===== src/rtl/stopwatch_digit_scan.sv =====
// HH:MM:SS.cc BCD stopwatch that presents one digit at a time on v/anum for the downstream decoder.
// Optional lap-hold display (lap port plus snapshot registers) is built only when LAP_HOLD_EN is defined.
module stopwatch_digit_scan #(
   parameter int CLK_HZ  = 100000000,
   parameter int TICK_HZ = 100,
   parameter int SCAN_HZ = 1000
) (
   input  logic       clk,
   input  logic       rst_n,
   input  logic       start_stop,
   input  logic       clear,
`ifdef LAP_HOLD_EN
   input  logic       lap,
`endif
   output logic [3:0] v,
   output logic [2:0] anum,
   output logic       running,
   output logic       overflow
);

   localparam int TICK_DIV = CLK_HZ / TICK_HZ;
   localparam int SCAN_DIV = CLK_HZ / SCAN_HZ;
   localparam int TICK_W   = (TICK_DIV > 1) ? $clog2(TICK_DIV) : 1;
   localparam int SCAN_W   = (SCAN_DIV > 1) ? $clog2(SCAN_DIV) : 1;
   localparam logic [TICK_W-1:0] TICK_LAST = TICK_W'(TICK_DIV - 1);
   localparam logic [SCAN_W-1:0] SCAN_LAST = SCAN_W'(SCAN_DIV - 1);

   typedef enum logic [1:0] {
      IDLE  = 2'd0,
      RUN   = 2'd1,
      PAUSE = 2'd2
   } state_t;

   state_t            state;
   state_t            state_nxt;
   logic              clear_time;
   logic              tick_rst;
   logic              tick;
   logic [TICK_W-1:0] tick_cnt;
   logic [SCAN_W-1:0] scan_cnt;
   logic [31:0]       digits;
   logic [31:0]       digits_nxt;
   logic [8:0]        carry;
   logic              wrap;
   logic [31:0]       shown;

   // Seconds tens and minutes tens roll over at 5; every other digit at 9.
   function automatic logic [3:0] digit_max(input int idx);
      return ((idx == 3) || (idx == 5)) ? 4'd5 : 4'd9;
   endfunction

   always_ff @(posedge clk or negedge rst_n) begin
      if (!rst_n) begin
         state   <= IDLE;
         running <= 1'b0;
      end else begin
         state   <= state_nxt;
         running <= (state_nxt == RUN);
      end
   end

   // In RUN start_stop has priority and clear is ignored; elsewhere clear has priority.
   always_comb begin
      state_nxt  = state;
      clear_time = 1'b0;
      tick_rst   = 1'b0;
      case (state)
         IDLE: begin
            if (!clear && start_stop) begin
               state_nxt = RUN;
               tick_rst  = 1'b1;
            end
         end
         RUN: begin
            if (start_stop) begin
               state_nxt = PAUSE;
            end
         end
         PAUSE: begin
            if (clear) begin
               state_nxt  = IDLE;
               clear_time = 1'b1;
               tick_rst   = 1'b1;
            end else if (start_stop) begin
               state_nxt = RUN;
            end
         end
         default: begin
            state_nxt = IDLE;
         end
      endcase
   end

   assign tick = (state == RUN) && (tick_cnt == TICK_LAST);

   always_ff @(posedge clk or negedge rst_n) begin
      if (!rst_n) begin
         tick_cnt <= '0;
      end else if (tick_rst || tick) begin
         tick_cnt <= '0;
      end else if (state == RUN) begin
         tick_cnt <= tick_cnt + 1'b1;
      end
   end

   // Ripple the tick through all eight digits in one cycle.
   always_comb begin
      digits_nxt = digits;
      carry      = '0;
      carry[0]   = tick;
      for (int i = 0; i < 8; i++) begin
         if (carry[i]) begin
            if (digits[4*i +: 4] == digit_max(i)) begin
               digits_nxt[4*i +: 4] = 4'd0;
               carry[i+1]           = 1'b1;
            end else begin
               digits_nxt[4*i +: 4] = digits[4*i +: 4] + 4'd1;
            end
         end
      end
      if (clear_time) begin
         digits_nxt = '0;
      end
   end

   assign wrap = carry[8];

   always_ff @(posedge clk or negedge rst_n) begin
      if (!rst_n) begin
         digits <= '0;
      end else begin
         digits <= digits_nxt;
      end
   end

   always_ff @(posedge clk or negedge rst_n) begin
      if (!rst_n) begin
         overflow <= 1'b0;
      end else if (clear && (state != RUN)) begin
         overflow <= 1'b0;
      end else if (wrap) begin
         overflow <= 1'b1;
      end
   end

   always_ff @(posedge clk or negedge rst_n) begin
      if (!rst_n) begin
         scan_cnt <= '0;
         anum     <= 3'd0;
      end else if (scan_cnt == SCAN_LAST) begin
         scan_cnt <= '0;
         anum     <= anum + 3'd1;
      end else begin
         scan_cnt <= scan_cnt + 1'b1;
      end
   end

`ifdef LAP_HOLD_EN
   logic        hold;
   logic [31:0] snap;

   // The snapshot is the registered time during the lap cycle, before that cycle's tick lands.
   always_ff @(posedge clk or negedge rst_n) begin
      if (!rst_n) begin
         hold <= 1'b0;
         snap <= '0;
      end else if ((state_nxt != RUN) || clear) begin
         hold <= 1'b0;
      end else if (lap && (state == RUN)) begin
         hold <= ~hold;
         if (!hold) begin
            snap <= digits;
         end
      end
   end

   assign shown = hold ? snap : digits;
`else
   assign shown = digits;
`endif

   assign v = shown[{anum, 2'b00} +: 4];

endmodule


===== config.mk =====
export PLATFORM = sky130hd
export DESIGN_NAME = stopwatch_digit_scan
export DESIGN_NICKNAME = d
export VERILOG_FILES = /design/src/rtl/stopwatch_digit_scan.sv
export SDC_FILE = /design/constraint.sdc
export NUM_CORES = 1
export LEC_CHECK = 0
export CAP_MARGIN = 20
export CORE_UTILIZATION = 60
export CTS_CLUSTER_SIZE = 28
export DETAILED_ROUTE_END_ITERATION = 8
export HOLD_SLACK_MARGIN = 0.06
export PLACE_DENSITY_LB_ADDON = 0.25
export RECOVER_POWER = 50
export SETUP_SLACK_MARGIN = 0.2
export SYNTH_ARGS = -nofsm -noshare
export SYNTH_HDL_FRONTEND = slang
export SYNTH_SLANG_ARGS = --single-unit

===== constraint.sdc =====
create_clock -name clk -period 3.25 [get_ports clk]
set_input_delay 0.65 -clock clk [delete_from_list [all_inputs] [get_ports clk]]
set_output_delay 0.65 -clock clk [all_outputs]
set_load 0.1 [all_outputs]

==> impl_metrics.env <==
export IMPL_outcome="complete, but fails checks"
export IMPL_violations="capacitance limit, slew limit"
export IMPL_die_area_um2=7540
export IMPL_r2r_end="digits[21]$_DFFE_PN0P_"
export IMPL_grt_overflow=0
export IMPL_grt_use_met1_pct=33.6
export IMPL_die_h_um=86.9
export IMPL_cp_arrival_ns=2.07
export IMPL_netlist_top_cells_area="dfrtp_1 44%, ha_1 5.5%, nor2_1 4.6%"
export IMPL_crit_end="v[1]"
export IMPL_p_leak_uw=0.00207
export IMPL_fin_crit_sh_pct=83.7
export IMPL_drc=0
export IMPL_layout_drive_gt1_share_pct=13.4
export IMPL_ys_ff_latch=76
export IMPL_critPathSlowestCell="dfrtp_1"
export IMPL_clock_root_buffer="clkbuf_8"
export IMPL_rsz0062_at_grt="false"
export IMPL_routed_via_density=6.10
export IMPL_syn_nets=455
export IMPL_postCtsHoldBufs=0
export IMPL_finalNonFillerCells=550
export IMPL_yosysTopAreaCell="dfrtp_1"
export IMPL_grt_pass1_vias=3359
export IMPL_syn_area_per_cell_um2=10.0
export IMPL_htreeDepth=3
export IMPL_drt_pass1_iter_count=4
export IMPL_path_clk_slew_ns=0.07
export IMPL_power_density_nw_per_um2=498
export IMPL_cp_start_kind="register"
export IMPL_tightest_slew_ns=1.88
export IMPL_crit_chain="mux4_2, mux2_2, buf_4"
export IMPL_synth_most_common_cell="dfrtp_1"
export IMPL_cp_required_ns=2.60
export IMPL_finalSetupViolCount=0
export IMPL_worst_r2r_startpoint="tick_cnt[0]$_DFFE_PN0P_"
export IMPL_tns_ns=0
export IMPL_yosys_most_used_dff="dfrtp_1"
export IMPL_crit_start="anum[1]$_DFFE_PN0N_"
export IMPL_netlist_cell_type_count=55
export IMPL_met3_usage_pct=7.20
export IMPL_cts_resized=0
export IMPL_fillerInstances=524
export IMPL_finalCriticalPeriod_ns=2.72
export IMPL_max_slew_margin_pct=-25.4
export IMPL_layout_nets=472
export IMPL_io_buffers=12
export IMPL_grt_antenna_before_repair=0
export IMPL_hold_violations=0
export IMPL_wirelength_um=9190
export IMPL_syn_area_um2=4320
export IMPL_final_util_pct=69.5
export IMPL_ff2ff_setup_slack_ns=0.60
export IMPL_core_area_um2=6870
export IMPL_wl_per_cell_um=16.7
export IMPL_end_kind="output pin"
export IMPL_ys_seq_area_share_pct=44.0
export IMPL_clk_path_buf_depth=2
export IMPL_r2r_cells=6
export IMPL_drv_cap=1
export IMPL_clock_skew_ns=0.00852
export IMPL_grt_max_degree=77
export IMPL_cts_setup_buffers=0
export IMPL_cts_sinks=76
export IMPL_die_w_um=86.9
export IMPL_synthArstFlopShare_pct=100
export IMPL_routabilityCongestion=0.850
export IMPL_met2_usage_pct=45.0
export IMPL_grt_first_pass_wirelength_um=15700
export IMPL_area_growth_pct=10.4
export IMPL_cts_tree="done"
export IMPL_cts_buffers_inserted=9
export IMPL_slowest_delay_ns=0.62
export IMPL_synth_edf_count=0
export IMPL_netlist_area_leader_share_pct=44.0
export IMPL_syn_instance_count=432
export IMPL_dr_first_iter_drc_count=191
export IMPL_crit_path_max_fanout=11
export IMPL_max_freq_mhz=368
export IMPL_dpl_cell_count=534
export IMPL_ios=13
export IMPL_hpwl_um=6270
export IMPL_slew_violations=77
export IMPL_ant_nets=0
export IMPL_num_vias=3357
export IMPL_clock_latency_ns=0.36
export IMPL_vdd_drop_max_v=0.000268
export IMPL_synth_top_cells_by_count="76 x dfrtp_1, 53 x nor2_1, 29 x nand2_1, 27 x a21oi_1, 19 x ha_1"
export IMPL_rows=30
export IMPL_hp_class="register to register"
export IMPL_synth_warnings=0
export IMPL_initial_utilization_pct=62.9
export IMPL_min_from="scan_cnt[0]$_DFF_PN0_"
export IMPL_crit_type="register to output pin"
export IMPL_grt_busiest_layer="met2"
export IMPL_antenna_cells=0
export IMPL_gr_usage_all_layers_pct=27.2
layer usage:
layer	routed length, um	up-vias
li1	-	1607
met5	0	-
met3	350	21
met2	4620	87
met1	4020	1642
met4	206	0
worst max-delay path, delay by kind of cell (launching register included):
family | cells | cell delay [ns]
multiplexers | 2 | 0.86
flip-flops | 1 | 0.62
buffers and inverters | 1 | 0.23
registers in the layout, indices dropped and copies added (netlist names):
| signal | flops |
|---|---|
| anum | 3 |
| digits | 32 |
| overflow | 1 |
| running | 1 |
| scan_cnt | 17 |
| state | 2 |
| tick_cnt | 20 |
cells by family (layout without fill, tap and decap cells):
logic type                 after synthesis  after routing  synth area share, %
DFF                                     76             76                 44.0
muxes                                   20             20                 7.10
adders and majority gates               19             19                 5.50
and+or+nand+nor                        183            183                 23.5
buffers and inverters                   29             51                 2.72
xor gates and xnor gates                34             34                 6.89
AOI/OAI and AO/OA                       71             71                 10.3
per-stage QoR:
| stage | cell area (um^2) | hold WS, ns | total power [uW] | setup slack [ns] |
|---|---|---|---|---|
| finish | 4770 | 0.493 | 2370 | 0.530 |
| global route | 4770 | 0.512 | 2500 | 0.316 |
| CTS | 4770 | 0.475 | 2390 | 0.513 |
| detailed placement | 4540 | 0.484 | 1550 | 0.636 |
| global placement | 4540 | 0.468 | 1530 | 0.747 |
| floorplan | 4320 | 0.354 | 1420 | 0.285 |
final cells by class:
class                      instances  area (um^2)  share of cell area (%)
inverter                          16         60.1                    1.26
tap                               96          120                    2.52
sequential                        76         1900                    39.9
multi-input combinational        327         2310                    48.4
clock buffer                      12          165                    3.46
clock inverter                     4         70.1                    1.47
timing repair buffer              19          145                    3.04
report_power, final:
| group | leakage [uW] | switching (uW) | internal, uW |
|---|---|---|---|
| Clock | 0.000122 | 346 | 493 |
| Sequential | 0.00103 | 128 | 1030 |
| Combinational | 0.000914 | 237 | 140 |
| Total | 0.00207 | 710 | 1660 |
cell usage in the layout (no fill, tap or decap), drive strengths merged, types with 3 or more instances in the layout:
cell / count
and3b: 8
buf: 16
nand2: 29
xnor2: 16
nor3: 5
a31oi: 5
mux2: 5
mux4: 8
mux2i: 7
or4: 7
xor2: 18
nor2: 53
nand3b: 3
o21ai: 12
clkbuf: 13
and3: 4
nand3: 18
a21oi: 27
and2: 4
nand4: 17
o21a: 4
nor4: 4
inv: 16
or3: 15
ha: 19
o2111ai: 7
dfrtp: 76
o22ai: 3
worst min path at each step:
stage,end,slack [ns],depth (start not counted)
detailed placement,scan_cnt[0]$_DFF_PN0_,0.48,1
global route,scan_cnt[13]$_DFF_PN0_,0.51,1
CTS,digits[20]$_DFFE_PN0P_,0.48,1
floorplan,anum[0]$_DFFE_PN0N_,0.35,0
finish,scan_cnt[0]$_DFF_PN0_,0.49,1
global placement,scan_cnt[0]$_DFF_PN0_,0.47,1
Power figures use the tool's default switching activity.
